[src/rtl/gtp_loader_pkg.sv]
// Shared types and constants for the Galaksija tape-block loader.
// GTP_HEADER_EN adds the HDR state used to skip the 5-byte GTP block header.
package gtp_loader_pkg;

  localparam logic [7:0] SYNC_BYTE    = 8'hA5;
  localparam int         GTP_HDR_LEN  = 5;
  localparam logic [7:0] GTP_TYPE_STD = 8'h00;

  typedef enum logic [3:0] {
    S_IDLE,
    S_SYNC,
    S_ST_LO,
    S_ST_HI,
    S_EN_LO,
    S_EN_HI,
    S_DATA,
    S_WRITE,
    S_CSUM,
    S_DONE,
    S_ERR
`ifdef GTP_HEADER_EN
    , S_HDR
`endif
  } state_t;

`ifdef GTP_HEADER_EN
  localparam state_t START_STATE = S_HDR;
`else
  localparam state_t START_STATE = S_SYNC;
`endif

  function automatic logic is_loading(state_t s);
    return !(s inside {S_IDLE, S_DONE, S_ERR});
  endfunction

  // Bytes from start-address low through the checksum feed the running sum.
  function automatic logic in_sum_span(state_t s);
    return s inside {S_ST_LO, S_ST_HI, S_EN_LO, S_EN_HI, S_DATA, S_CSUM};
  endfunction

endpackage

[src/rtl/gtp_loader_if.sv]
// Bundles the hps_io download stream and the Galaksija RAM write port.
// ioctl_wr is a one-cycle valid strobe, sent only while ioctl_wait is low; ram_we is
// valid and holds ram_addr/ram_dout stable until ram_ack (ready) is high on a rising edge.
interface gtp_loader_if;
  logic        ioctl_download;
  logic        ioctl_wr;
  logic [26:0] ioctl_addr;
  logic [7:0]  ioctl_dout;
  logic        ioctl_wait;
  logic        ram_we;
  logic [15:0] ram_addr;
  logic [7:0]  ram_dout;
  logic        ram_ack;

  modport master (
    input  ioctl_download, ioctl_wr, ioctl_addr, ioctl_dout, ram_ack,
    output ioctl_wait, ram_we, ram_addr, ram_dout
  );

  modport slave (
    output ioctl_download, ioctl_wr, ioctl_addr, ioctl_dout, ram_ack,
    input  ioctl_wait, ram_we, ram_addr, ram_dout
  );
endinterface

[src/rtl/gtp_loader_fifo.sv]
// Synchronous byte FIFO between the ioctl strobe and the block parser.
// A flush coinciding with a push keeps that byte as the new head.
module gtp_loader_fifo #(
  parameter int DEPTH = 16,
  parameter int W     = 8
) (
  input  logic         clk,
  input  logic         rst_n,
  input  logic         push,
  input  logic         pop,
  input  logic         flush,
  input  logic [W-1:0] din,
  output logic [W-1:0] dout,
  output logic         full,
  output logic         empty,
  output logic         almost_full
);
  localparam int AW = $clog2(DEPTH);

  logic [W-1:0]  mem [DEPTH];
  logic [AW-1:0] wr_ptr, rd_ptr;
  logic [AW:0]   count;
  logic          do_push, do_pop;

  assign full        = (count == (AW+1)'(DEPTH));
  assign empty       = (count == '0);
  assign almost_full = (count >= (AW+1)'(DEPTH - 1));
  assign do_push     = push && (flush || !full);
  assign do_pop      = pop && !empty && !flush;
  assign dout        = mem[rd_ptr];

  always_ff @(posedge clk or negedge rst_n) begin
    if (!rst_n) begin
      wr_ptr <= '0;
      rd_ptr <= '0;
      count  <= '0;
    end else begin
      if (do_push) wr_ptr <= wr_ptr + 1'b1;
      if (flush) begin
        rd_ptr <= wr_ptr;
        count  <= do_push ? (AW+1)'(1) : '0;
      end else begin
        if (do_pop) rd_ptr <= rd_ptr + 1'b1;
        count <= count + {{AW{1'b0}}, do_push} - {{AW{1'b0}}, do_pop};
      end
    end
  end

  always_ff @(posedge clk) begin
    if (do_push) mem[wr_ptr] <= din;
  end
endmodule

[src/rtl/gtp_loader.sv]
// Parses a Galaksija tape block from the hps_io stream and writes it to RAM.
// Build option: GTP_HEADER_EN consumes a 5-byte GTP block header before the sync byte.
module gtp_loader
  import gtp_loader_pkg::*;
#(
  parameter int         FIFO_DEPTH = 16,
  parameter logic [7:0] CSUM_OK    = 8'hFF
) (
  input  logic         clk_sys,
  input  logic         reset_in,
  gtp_loader_if.master bus,
  output logic         cpu_busreq,
  output logic         load_done,
  output logic         load_err,
  output state_t       state_dbg
);
  state_t      state, state_n;
  logic        dl_q, restart, truncated, overflow, pop;
  logic        fifo_empty, fifo_full, fifo_af;
  logic [7:0]  byte_in, sum_next, dout_q;
  logic [15:0] addr_q, end_q;
  logic [7:0]  sum_q;
`ifdef GTP_HEADER_EN
  logic [2:0]  hdr_cnt;
  logic        in_hdr;
  assign in_hdr = (state == S_HDR);
`else
  logic        in_hdr;
  assign in_hdr = 1'b0;
`endif

  gtp_loader_fifo #(.DEPTH(FIFO_DEPTH), .W(8)) u_fifo (
    .clk(clk_sys), .rst_n(reset_in), .push(bus.ioctl_wr), .pop(pop), .flush(restart),
    .din(bus.ioctl_dout), .dout(byte_in), .full(fifo_full), .empty(fifo_empty),
    .almost_full(fifo_af)
  );

  // A write to file offset 0 outside the sync/header phase means hps_io restarted the file.
  assign restart   = (bus.ioctl_download && !dl_q) ||
                     (bus.ioctl_wr && bus.ioctl_addr == '0 && state != S_SYNC && !in_hdr);
  assign truncated = is_loading(state) && state != S_WRITE && fifo_empty &&
                     !bus.ioctl_download && !bus.ioctl_wr;
  assign overflow  = bus.ioctl_wr && fifo_full && is_loading(state);
  assign sum_next  = sum_q + byte_in;

  always_ff @(posedge clk_sys or negedge reset_in) begin
    if (!reset_in) state <= S_IDLE;
    else           state <= state_n;
  end

  always_comb begin
    state_n = state;
    unique case (state)
`ifdef GTP_HEADER_EN
      S_HDR: if (!fifo_empty) begin
        if (hdr_cnt == 3'd0 && byte_in != GTP_TYPE_STD) state_n = S_ERR;
        else if (hdr_cnt == 3'(GTP_HDR_LEN - 1))       state_n = S_SYNC;
      end
`endif
      S_SYNC:  if (!fifo_empty) state_n = (byte_in == SYNC_BYTE) ? S_ST_LO : S_ERR;
      S_ST_LO: if (!fifo_empty) state_n = S_ST_HI;
      S_ST_HI: if (!fifo_empty) state_n = S_EN_LO;
      S_EN_LO: if (!fifo_empty) state_n = S_EN_HI;
      // end is exclusive and never wraps, so end==0 with any start is rejected here too.
      S_EN_HI: if (!fifo_empty) state_n = ({byte_in, end_q[7:0]} <= addr_q) ? S_ERR : S_DATA;
      S_DATA:  if (!fifo_empty) state_n = S_WRITE;
      S_WRITE: if (bus.ram_ack) state_n = (addr_q + 16'd1 == end_q) ? S_CSUM : S_DATA;
      S_CSUM:  if (!fifo_empty) state_n = (sum_next != CSUM_OK) ? S_ERR : S_DONE;
      default: state_n = state;
    endcase
    if (truncated || overflow) state_n = S_ERR;
    if (restart)               state_n = START_STATE;
  end

  always_comb begin
    pop        = !fifo_empty && (state != S_WRITE);
    bus.ram_we = (state == S_WRITE);
  end

  assign bus.ram_addr   = addr_q;
  assign bus.ram_dout   = dout_q;
  assign bus.ioctl_wait = fifo_af;
  assign state_dbg      = state;

  always_ff @(posedge clk_sys or negedge reset_in) begin
    if (!reset_in) begin
      addr_q <= '0;
      end_q  <= '0;
      sum_q  <= '0;
      dout_q <= '0;
    end else if (restart) begin
      sum_q <= '0;
    end else begin
      if (pop) begin
        unique case (state)
          S_ST_LO: addr_q[7:0]  <= byte_in;
          S_ST_HI: addr_q[15:8] <= byte_in;
          S_EN_LO: end_q[7:0]   <= byte_in;
          S_EN_HI: end_q[15:8]  <= byte_in;
          S_DATA:  dout_q       <= byte_in;
          default: ;
        endcase
        if (in_sum_span(state)) sum_q <= sum_next;
      end
      if (state == S_WRITE && bus.ram_ack) addr_q <= addr_q + 16'd1;
    end
  end

`ifdef GTP_HEADER_EN
  always_ff @(posedge clk_sys or negedge reset_in) begin
    if (!reset_in)                     hdr_cnt <= '0;
    else if (restart)                  hdr_cnt <= '0;
    else if (pop && state == S_HDR)    hdr_cnt <= hdr_cnt + 3'd1;
  end
`endif

  always_ff @(posedge clk_sys or negedge reset_in) begin
    if (!reset_in) begin
      dl_q       <= 1'b0;
      cpu_busreq <= 1'b0;
      load_done  <= 1'b0;
      load_err   <= 1'b0;
    end else begin
      dl_q <= bus.ioctl_download;
      if (restart) begin
        cpu_busreq <= 1'b1;
        load_done  <= 1'b0;
        load_err   <= 1'b0;
      end else begin
        if (state_n == S_DONE) load_done <= 1'b1;
        if (state_n == S_ERR)  load_err  <= 1'b1;
        if (!is_loading(state) && fifo_empty && !bus.ioctl_download) cpu_busreq <= 1'b0;
      end
    end
  end
endmodule
[src/flat_wrapper.sv]
// flat-port wrapper written by rule: the top's interface ports become plain ports
module gtp_loader_flat import gtp_loader_pkg::*;
#(
  parameter int         FIFO_DEPTH = 16,
  parameter logic [7:0] CSUM_OK    = 8'hFF
)
  (clk_sys, reset_in, cpu_busreq, load_done, load_err, state_dbg, bus_ioctl_download, bus_ioctl_wr, bus_ioctl_addr, bus_ioctl_dout, bus_ram_ack, bus_ioctl_wait, bus_ram_we, bus_ram_addr, bus_ram_dout);
  gtp_loader_if bus_i ();
  input  logic clk_sys;
  input  logic reset_in;
  output logic cpu_busreq;
  output logic load_done;
  output logic load_err;
  output state_t state_dbg;
  input wire logic [$bits(bus_i.ioctl_download)-1:0] bus_ioctl_download;
  input wire logic [$bits(bus_i.ioctl_wr)-1:0] bus_ioctl_wr;
  input wire logic [$bits(bus_i.ioctl_addr)-1:0] bus_ioctl_addr;
  input wire logic [$bits(bus_i.ioctl_dout)-1:0] bus_ioctl_dout;
  input wire logic [$bits(bus_i.ram_ack)-1:0] bus_ram_ack;
  output wire logic [$bits(bus_i.ioctl_wait)-1:0] bus_ioctl_wait;
  output wire logic [$bits(bus_i.ram_we)-1:0] bus_ram_we;
  output wire logic [$bits(bus_i.ram_addr)-1:0] bus_ram_addr;
  output wire logic [$bits(bus_i.ram_dout)-1:0] bus_ram_dout;
  assign bus_i.ioctl_download = bus_ioctl_download;
  assign bus_i.ioctl_wr = bus_ioctl_wr;
  assign bus_i.ioctl_addr = bus_ioctl_addr;
  assign bus_i.ioctl_dout = bus_ioctl_dout;
  assign bus_i.ram_ack = bus_ram_ack;
  assign bus_ioctl_wait = bus_i.ioctl_wait;
  assign bus_ram_we = bus_i.ram_we;
  assign bus_ram_addr = bus_i.ram_addr;
  assign bus_ram_dout = bus_i.ram_dout;
  gtp_loader #(.FIFO_DEPTH(FIFO_DEPTH), .CSUM_OK(CSUM_OK)) u_core (.clk_sys(clk_sys), .reset_in(reset_in), .bus(bus_i), .cpu_busreq(cpu_busreq), .load_done(load_done), .load_err(load_err), .state_dbg(state_dbg));
endmodule
[config.mk]
export PLATFORM = sky130hd
export DESIGN_NAME = gtp_loader_flat
export DESIGN_NICKNAME = d
export VERILOG_FILES = /design/src/rtl/gtp_loader_pkg.sv /design/src/rtl/gtp_loader_if.sv /design/src/rtl/gtp_loader_fifo.sv /design/src/rtl/gtp_loader.sv /design/src/flat_wrapper.sv
export SDC_FILE = /design/constraint.sdc
export NUM_CORES = 1
export LEC_CHECK = 0
export BUFFER_PORTS_ARGS = -buffer_cell sky130_fd_sc_hd__buf_4
export CORE_MARGIN = 2
export CORE_UTILIZATION = 60
export CTS_CLUSTER_SIZE = 10
export DETAILED_ROUTE_END_ITERATION = 10
export PLACE_DENSITY_LB_ADDON = 0.15
export REMOVE_ABC_BUFFERS = 1
export SYNTH_ARGS = -nofsm -noshare
export SYNTH_HDL_FRONTEND = slang
export SYNTH_SLANG_ARGS = --single-unit
[constraint.sdc]
create_clock -name clk_sys -period 6.57 [get_ports clk_sys]
set_clock_uncertainty 0.2 [all_clocks]
set_input_delay 1.314 -clock clk_sys [delete_from_list [all_inputs] [get_ports clk_sys]]
set_output_delay 1.314 -clock clk_sys [all_outputs]
set_load 0.02 [all_outputs]
==> Word-level counts from Yosys, hierarchy flattened <==
Memories as Yosys holds them, arrays and structs flattened.
Index checks and enable logic that the tools add are counted.
W data, S select, Z words.
{ "word_totals": {"mem_count": 1, "romBits": 0, "output_inout_bits": 33, "latch_bits": 0, "ram_bits": 128, "elab_cells": 122, "reg_bits": 69, "in_bits": 40} }
{ "classes": {"mul": 0, "reduce_logical": 46, "add_sub_neg": 6, "div": 0, "mux": 34, "eq_ne": 18, "order_cmp": 2, "bitwise_logic": 1, "shifts": 0} }
{ "mem_list": {"columns": ["memory", "words", "width", "rd", "rd_clocked_by_memory_dff", "wr", "line_no", "rtl"], "rows": [
  ["u_core.u_fifo.mem", 16, 8, 1, 0, 1, "gtp_loader_fifo.sv:20", "logic [W-1:0] mem [DEPTH];"]
]} }
{ "ops": {"columns": ["op", "count"], "rows": [
  ["$mux W4", 15],
  ["$mux W8", 5],
  ["$mux W16", 2],
  ["$pmux W4 S8", 1],
  ["$logic_not A27 Y1", 1],
  ["$eq A4 B4 Y1 const B", 5],
  ["$reduce_bool A2 Y1", 9],
  ["$add A16 B1 Y16 const B", 1],
  ["$eq A16 B16 Y1", 1],
  ["$eq A4 B3 Y1 const B", 4],
  ["$le A16 B16 Y1", 1],
  ["$logic_and A1 B1 Y1", 16],
  ["$reduce_and A3 Y1", 5],
  ["$mux W1", 9],
  ["$add A4 B1 Y4 const B", 2],
  ["$add A8 B8 Y8", 1],
  ["$eq A4 B2 Y1 const B", 2],
  ["$eq A8 B8 Y1 const B", 1],
  ["$ne A8 B8 Y1 const B", 1],
  ["$logic_not A1 Y1", 7],
  ["$reduce_bool A6 Y1", 1],
  ["$add A5 B1 Y5", 1],
  ["$eq A5 B5 Y1 const B", 1],
  ["$ge A5 B4 Y1 const B", 1],
  ["12 further kinds", 14]
]} }

==> Longest topological paths before layout <==
{ "depth": {"ltp_word": 13, "depth_mapped": 16, "depth_no_buf": 15} }

==> Modules after synthesis <==
From an unflattened synthesis, not the netlist that was laid out.
{ "hier_totals": {"cells_unflattened": 818, "hier_area_um2": 10110.9} }
{ "by_module_without_submodules": {"columns": ["mod", "seq_area_each_um2", "cells_each", "instances", "area_each_um2"], "rows": [
  ["gtp_loader_fifo", 4169.0, 342, 1, 5941.9],
  ["gtp_loader", 1401.3, 476, 1, 4169.0]
]} }

==> Worst setup path before layout <==
OpenSTA, ideal clock, no wires.
{ "synth_timing": {"kind": "input to register", "from": "in bus_ioctl_addr[9]", "to": "reg u_core.u_fifo.count[4]", "setup_time_ns": 0.132, "required_time_ns": 6.238, "path_buffers": 1, "setup_slack_ns": 2.251, "path_stages": 15, "arrival_ns": 3.987, "cell_sequence": "nor4_1 -> nand4_1 -> o32ai_1 -> clkbuf_1 -> o21a_1 -> inv_1 -> ha_1 -> inv_1 -> ha_1 -> fa_1 -> a21oi_1 -> nor2_1 -> nor2_1 -> xor2_1 -> nor2_1"} }
{ "synth_via": {"elab_chain_cells": 9, "elab_cells_between_ends": 11, "cone_classes": "add/sub: 2; mux: 1; reduce/logical: 8"} }
{ "synth_rtl": {"columns": ["element", "line_no", "rtl"], "rows": [
  ["start: declaration", "flat_wrapper.sv:17", "input wire logic [$bits(bus_i.ioctl_addr)-1:0] bus_ioctl_addr;"],
  ["$logic_not A27 Y1 *", "gtp_loader.sv:40", "(bus.ioctl_wr && bus.ioctl_addr == '0 && state != S_SYNC && !in_hdr);"],
  ["$logic_and A1 B1 Y1 * (2 in a row)", "gtp_loader.sv:40", null],
  ["$logic_or A1 B1 Y1 *", "gtp_loader.sv:39", "assign restart = (bus.ioctl_download && !dl_q) ||"],
  ["$logic_or A1 B1 Y1", "gtp_loader_fifo.sv:28", "assign do_push = push && (flush || !full);"],
  ["$logic_and A1 B1 Y1", "gtp_loader_fifo.sv:28", null],
  ["$add A5 B1 Y5", "gtp_loader_fifo.sv:44", "count <= count + {{AW{1'b0}}, do_push} - {{AW{1'b0}}, do_pop};"],
  ["$sub A5 B1 Y5", "gtp_loader_fifo.sv:44", null],
  ["$mux W5 *", "gtp_loader_fifo.sv:39", "if (flush) begin"],
  ["end signal: assignment", "gtp_loader_fifo.sv:41", "count <= do_push ? (AW+1)'(1) : '0;"],
  ["end signal: assignment", "gtp_loader_fifo.sv:44", null],
  ["end: declaration", "gtp_loader_fifo.sv:22", "logic [AW:0] count;"]
]} }
Every way passes the cells marked *; elsewhere a longest branch is shown, timed or not.
A chain may end at the register's enable or synchronous reset.

==> Worst setup path in the final report <==
{ "layout_timing": {"from": "reg u_core.u_fifo.rd_ptr[0]", "to": "reg u_core.load_done"} }
{ "layout_via": {"elab_chain_cells": 10, "elab_cells_between_ends": 16, "cone_classes": "add/sub: 1; order compare: 1; eq/ne: 3; mux: 9; reduce/logical: 1; memory: 1"} }
{ "layout_rtl": {"columns": ["element", "line_no", "rtl"], "rows": [
  ["start: declaration", "gtp_loader_fifo.sv:21", "logic [AW-1:0] wr_ptr, rd_ptr;"],
  ["start signal: assignment", "gtp_loader_fifo.sv:40", "rd_ptr <= wr_ptr;"],
  ["start signal: assignment", "gtp_loader_fifo.sv:43", "if (do_pop) rd_ptr <= rd_ptr + 1'b1;"],
  ["$mem_v2 Z16 W8 *", null, null],
  ["via u_core.byte_in[2]", "gtp_loader.sv:20", "logic [7:0] byte_in, sum_next, dout_q;"],
  ["$add A8 B8 Y8", "gtp_loader.sv:44", "assign sum_next = sum_q + byte_in;"],
  ["$ne A8 B8 Y1", "gtp_loader.sv:68", "S_CSUM: if (!fifo_empty) state_n = (sum_next != CSUM_OK) ? S_ERR : S_DONE;"],
  ["$mux W2", "gtp_loader.sv:68", null],
  ["$mux W4", "gtp_loader.sv:68", null],
  ["$pmux W4 S8 *", "gtp_loader.sv:53", "unique case (state)"],
  ["$mux W4 *", "gtp_loader.sv:71", "if (truncated || overflow) state_n = S_ERR;"],
  ["$mux W4 *", "gtp_loader.sv:72", "if (restart) state_n = START_STATE;"],
  ["$eq A4 B4 Y1 *", "gtp_loader.sv:130", "if (state_n == S_DONE) load_done <= 1'b1;"],
  ["$reduce_bool A2 Y1 (no line) *", null, null],
  ["end signal: assignment", "gtp_loader.sv:121", "load_done <= 1'b0;"],
  ["end signal: assignment", "gtp_loader.sv:127", "load_done <= 1'b0;"],
  ["end signal: assignment", "gtp_loader.sv:130", null],
  ["end: declaration", "gtp_loader.sv:13", "output logic load_done,"]
]} }
Mark *: on every way through the listed nets, which the timed path passes. The rest lies on a longest branch.

==> results.json <==
{
  "ctsHoldBuffers": 0,
  "avgSynthCellArea_sq_um": 12.9,
  "die-width_um": 133,
  "yosysTopAreaCellShare_pct": 38.3,
  "clk_latency_ns": 0.44,
  "power_frac_comb_pct": 48.1,
  "fmax_ghz": 0.196,
  "critPathRequiredTime_ns": 6.74,
  "cts_root_buffer": "clkbuf_16",
  "cts_tree": "yes",
  "fin_tns_setup_ns": 0,
  "fin_hold_ws_ns": 0.314,
  "cp-start-kind": "register",
  "swShare_pct": 42.2,
  "dpl.hpwl_mm": 16.0,
  "fin_util_pct": 68.6,
  "routed_wl_mm": 22.9,
  "n_antenna_cell": 0,
  "critical_path_arrival_ns": 5.27,
  "drv_cap": 0,
  "grt_max_degree": 70,
  "synth.ff_latch_count": 197,
  "post_cts_buffers": 0,
  "grt-ovfl-total": 0,
  "final_layout_size_suffix_gt1_share_pct": 18.7,
  "hp-class": "register to register",
  "p_clk_share_pct": 17.6,
  "drtPass1Iterations": 5,
  "seq_power_share_pct": 34.3,
  "gp_congestion": 0.928,
  "ys_async_sr_fraction_pct": 35.0,
  "coreArea_sq_um": 16500,
  "synth_top_area_cell": "edfxtp_1",
  "final_cell_area_sq_um": 11300,
  "peakVddDrop_v": 0.000270,
  "finalSetupViolCount": 0,
  "p_sw_uw": 2480,
  "synth_enable_flop_cells": 128,
  "max_slew.worst_pin.slew_ns": 1.15,
  "cts_sinks": 197,
  "post-route-drc-count": 0,
  "via_per_inst": 6.29,
  "cp_max_fo": 34,
  "grtUsageTotal_pct": 26.9,
  "port_buffers": 72,
  "syn_inst": 778,
  "clockBufferDepth": 2,
  "fin_ws_ns": 1.47,
  "vias": 6738,
  "post_drt_wl_per_cell_um": 21.4,
  "ios": 73,
  "synth.area.top_cells": "edfxtp_1 38%, dfrtp_1 17%, mux4_2 5.2%",
  "htree_levels": 4,
  "nets": 919,
  "antenna_left": 0,
  "yosysMostFrequentCell": "edfxtp_1",
  "slew_viol_final": 0,
  "grt_pass1_vias": 6639,
  "power_density_nw_per_um2": 520,
  "ys.warnings.count": 0,
  "cts_buffers": 17,
  "max_slew_margin_pct": 22.9,
  "synth_ff_type": "edfxtp_1",
  "rsz0062_at_grt": "no",
  "place_ws_ns": 1.43,
  "dpl-instance-area_sq_um": 10700,
  "cp-end-kind": "register",
  "synth_cell_type_count": 70,
  "die_h_um": 133,
  "path_clk_slew_ns": 0.08,
  "netlist_area_sq_um": 10000,
  "rows": 47,
  "outcome": "completed",
  "grt_antenna_before_repair": 0,
  "grt_pass1_wl_mm": 36.6,
  "nFillCells": 1189,
  "die_area_sq_um": 17800,
  "start_util_pct": 61.0,
  "synth_common_cells": "128 x edfxtp_1, 69 x dfrtp_1, 57 x nor2_1",
  "crit_type": "register to register",
  "cts_resized": 0,
  "power.leakage_uw": 0.00441,
  "hold_viol": 0,
  "yosysSeqAreaShare_pct": 55.5,
  "drt_iter0_drc": 658,
  "fin_crit_ns": 5.10,
  "power.internal_uw": 3400,
  "final_min_period_over_clock_period_pct": 77.6,
  "area_growth_pct": 12.6
}
-- path summary, 6_finish.rpt --
path                                                           from  cells after the start                                  to  slack, ns
worst min-delay path             u_core.bus.ram_dout[4]$_DFFE_PN0P_                      1  u_core.bus.ram_dout[4]$_DFFE_PN0P_       0.31
worst max-delay path            u_core.u_fifo.rd_ptr[0]$_DFFE_PN0P_                     11        u_core.load_done$_DFFE_PN0P_       1.47
worst min register to register   u_core.bus.ram_dout[4]$_DFFE_PN0P_                      1  u_core.bus.ram_dout[4]$_DFFE_PN0P_       0.31
min in group asynchronous                                  reset_in                      1               u_core.dl_q$_DFF_PN0_       0.79
max in group asynchronous                                  reset_in                      1        u_core.end_q[11]$_DFFE_PN0P_       4.75
worst max register to register  u_core.u_fifo.rd_ptr[0]$_DFFE_PN0P_                     11        u_core.load_done$_DFFE_PN0P_       1.47
-- power groups by stage --
stage	registers [uW]	clock network (uW)	logic [uW]
2_1_floorplan	2020	0	1940
4_1_cts	2020	1050	2810
5_1_grt	2070	1100	3110
6_report	2020	1030	2830
3_3_place_gp	2020	0	2710
3_5_place_dp	2040	0	2790
-- cells by family after synthesis --
group	Yosys count	share of synthesized area, %
fa+ha+maj	40	5.14
simple gates	217	11.3
mux	64	11.5
compound gates	149	10.1
xor+xnor	35	3.05
flops	197	55.5
buf+inv	76	3.47
-- registers in the layout (all words and copies together), names as in the netlist --
signal and count:
u_core.u_fifo.mem 128, u_core.bus.ram_addr 16, u_core.end_q 16, u_core.bus.ram_dout 8
u_core.sum_q 8, u_core.u_fifo.count 5, u_core.state_dbg 4, u_core.u_fifo.rd_ptr 4
u_core.u_fifo.wr_ptr 4, u_core.cpu_busreq 1, u_core.dl_q 1, u_core.load_done 1
u_core.load_err 1
-- worst max-delay path, cell delays in order (launching register included) --
cell       delay (ns)
dfrtp_2          1.03
mux4_1           0.67
mux4_2           0.60
ha_1             0.38
o21a_1           0.23
a21o_1           0.21
a2111oi_0        0.46
o21ai_0          0.20
a2111oi_0        0.54
a211oi_1         0.17
nor2b_1          0.15
a32o_1           0.17
-- cells in the final DEF, fill, tap and decap left out, types with 10 or more instances in the layout --
| cell type | synthesis | layout |
|---|---|---|
| edfxtp_1 | 128 | 128 |
| nor4_1 | 12 | 12 |
| a22oi_1 | 10 | 10 |
| nor2_1 | 57 | 57 |
| a21oi_1 | 37 | 37 |
| mux4_2 | 23 | 23 |
| nand3_1 | 17 | 17 |
| nand2_1 | 44 | 44 |
| clkbuf_16 | 0 | 17 |
| ha_1 | 38 | 38 |
| dfrtp_1 | 69 | 68 |
| xor2_1 | 10 | 10 |
| inv_1 | 41 | 41 |
| xnor2_1 | 25 | 25 |
| nand4_1 | 13 | 13 |
| mux4_1 | 12 | 12 |
| and2_1 | 18 | 18 |
| buf_4 | 1 | 76 |
| o21ai_0 | 21 | 21 |
| mux2_2 | 22 | 22 |
-- layer usage --
| layer | share of wire, % | global-route usage (%) | wire length, um |
|---|---|---|---|
| met1 | 42 | 36.8 | 9740 |
| met2 | 50 | 44.7 | 11500 |
| met4 | 2.3 | 8.27 | 520 |
| met3 | 5.0 | 4.79 | 1140 |
| met5 | 0 | 0 | 0 |
-- stage by stage --
step	total power (uW)	std cells
3_5_place_dp	4830	1040
5_1_grt	6270	1072
6_report	5880	1072
4_1_cts	5880	1072
3_3_place_gp	4730	1040
2_1_floorplan	3960	744
-- layout make-up --
| type | instances | area [sq um] | area share [%] |
|---|---|---|---|
| clock buffer | 17 | 425 | 3.76 |
| clock inverter | 15 | 161 | 1.43 |
| inverter | 42 | 158 | 1.40 |
| multi-input combinational | 505 | 4140 | 36.6 |
| sequential | 197 | 5570 | 49.3 |
| tap | 220 | 275 | 2.44 |
| timing repair buffer | 76 | 571 | 5.05 |
No activity file was read; power rests on OpenSTA's default activity.
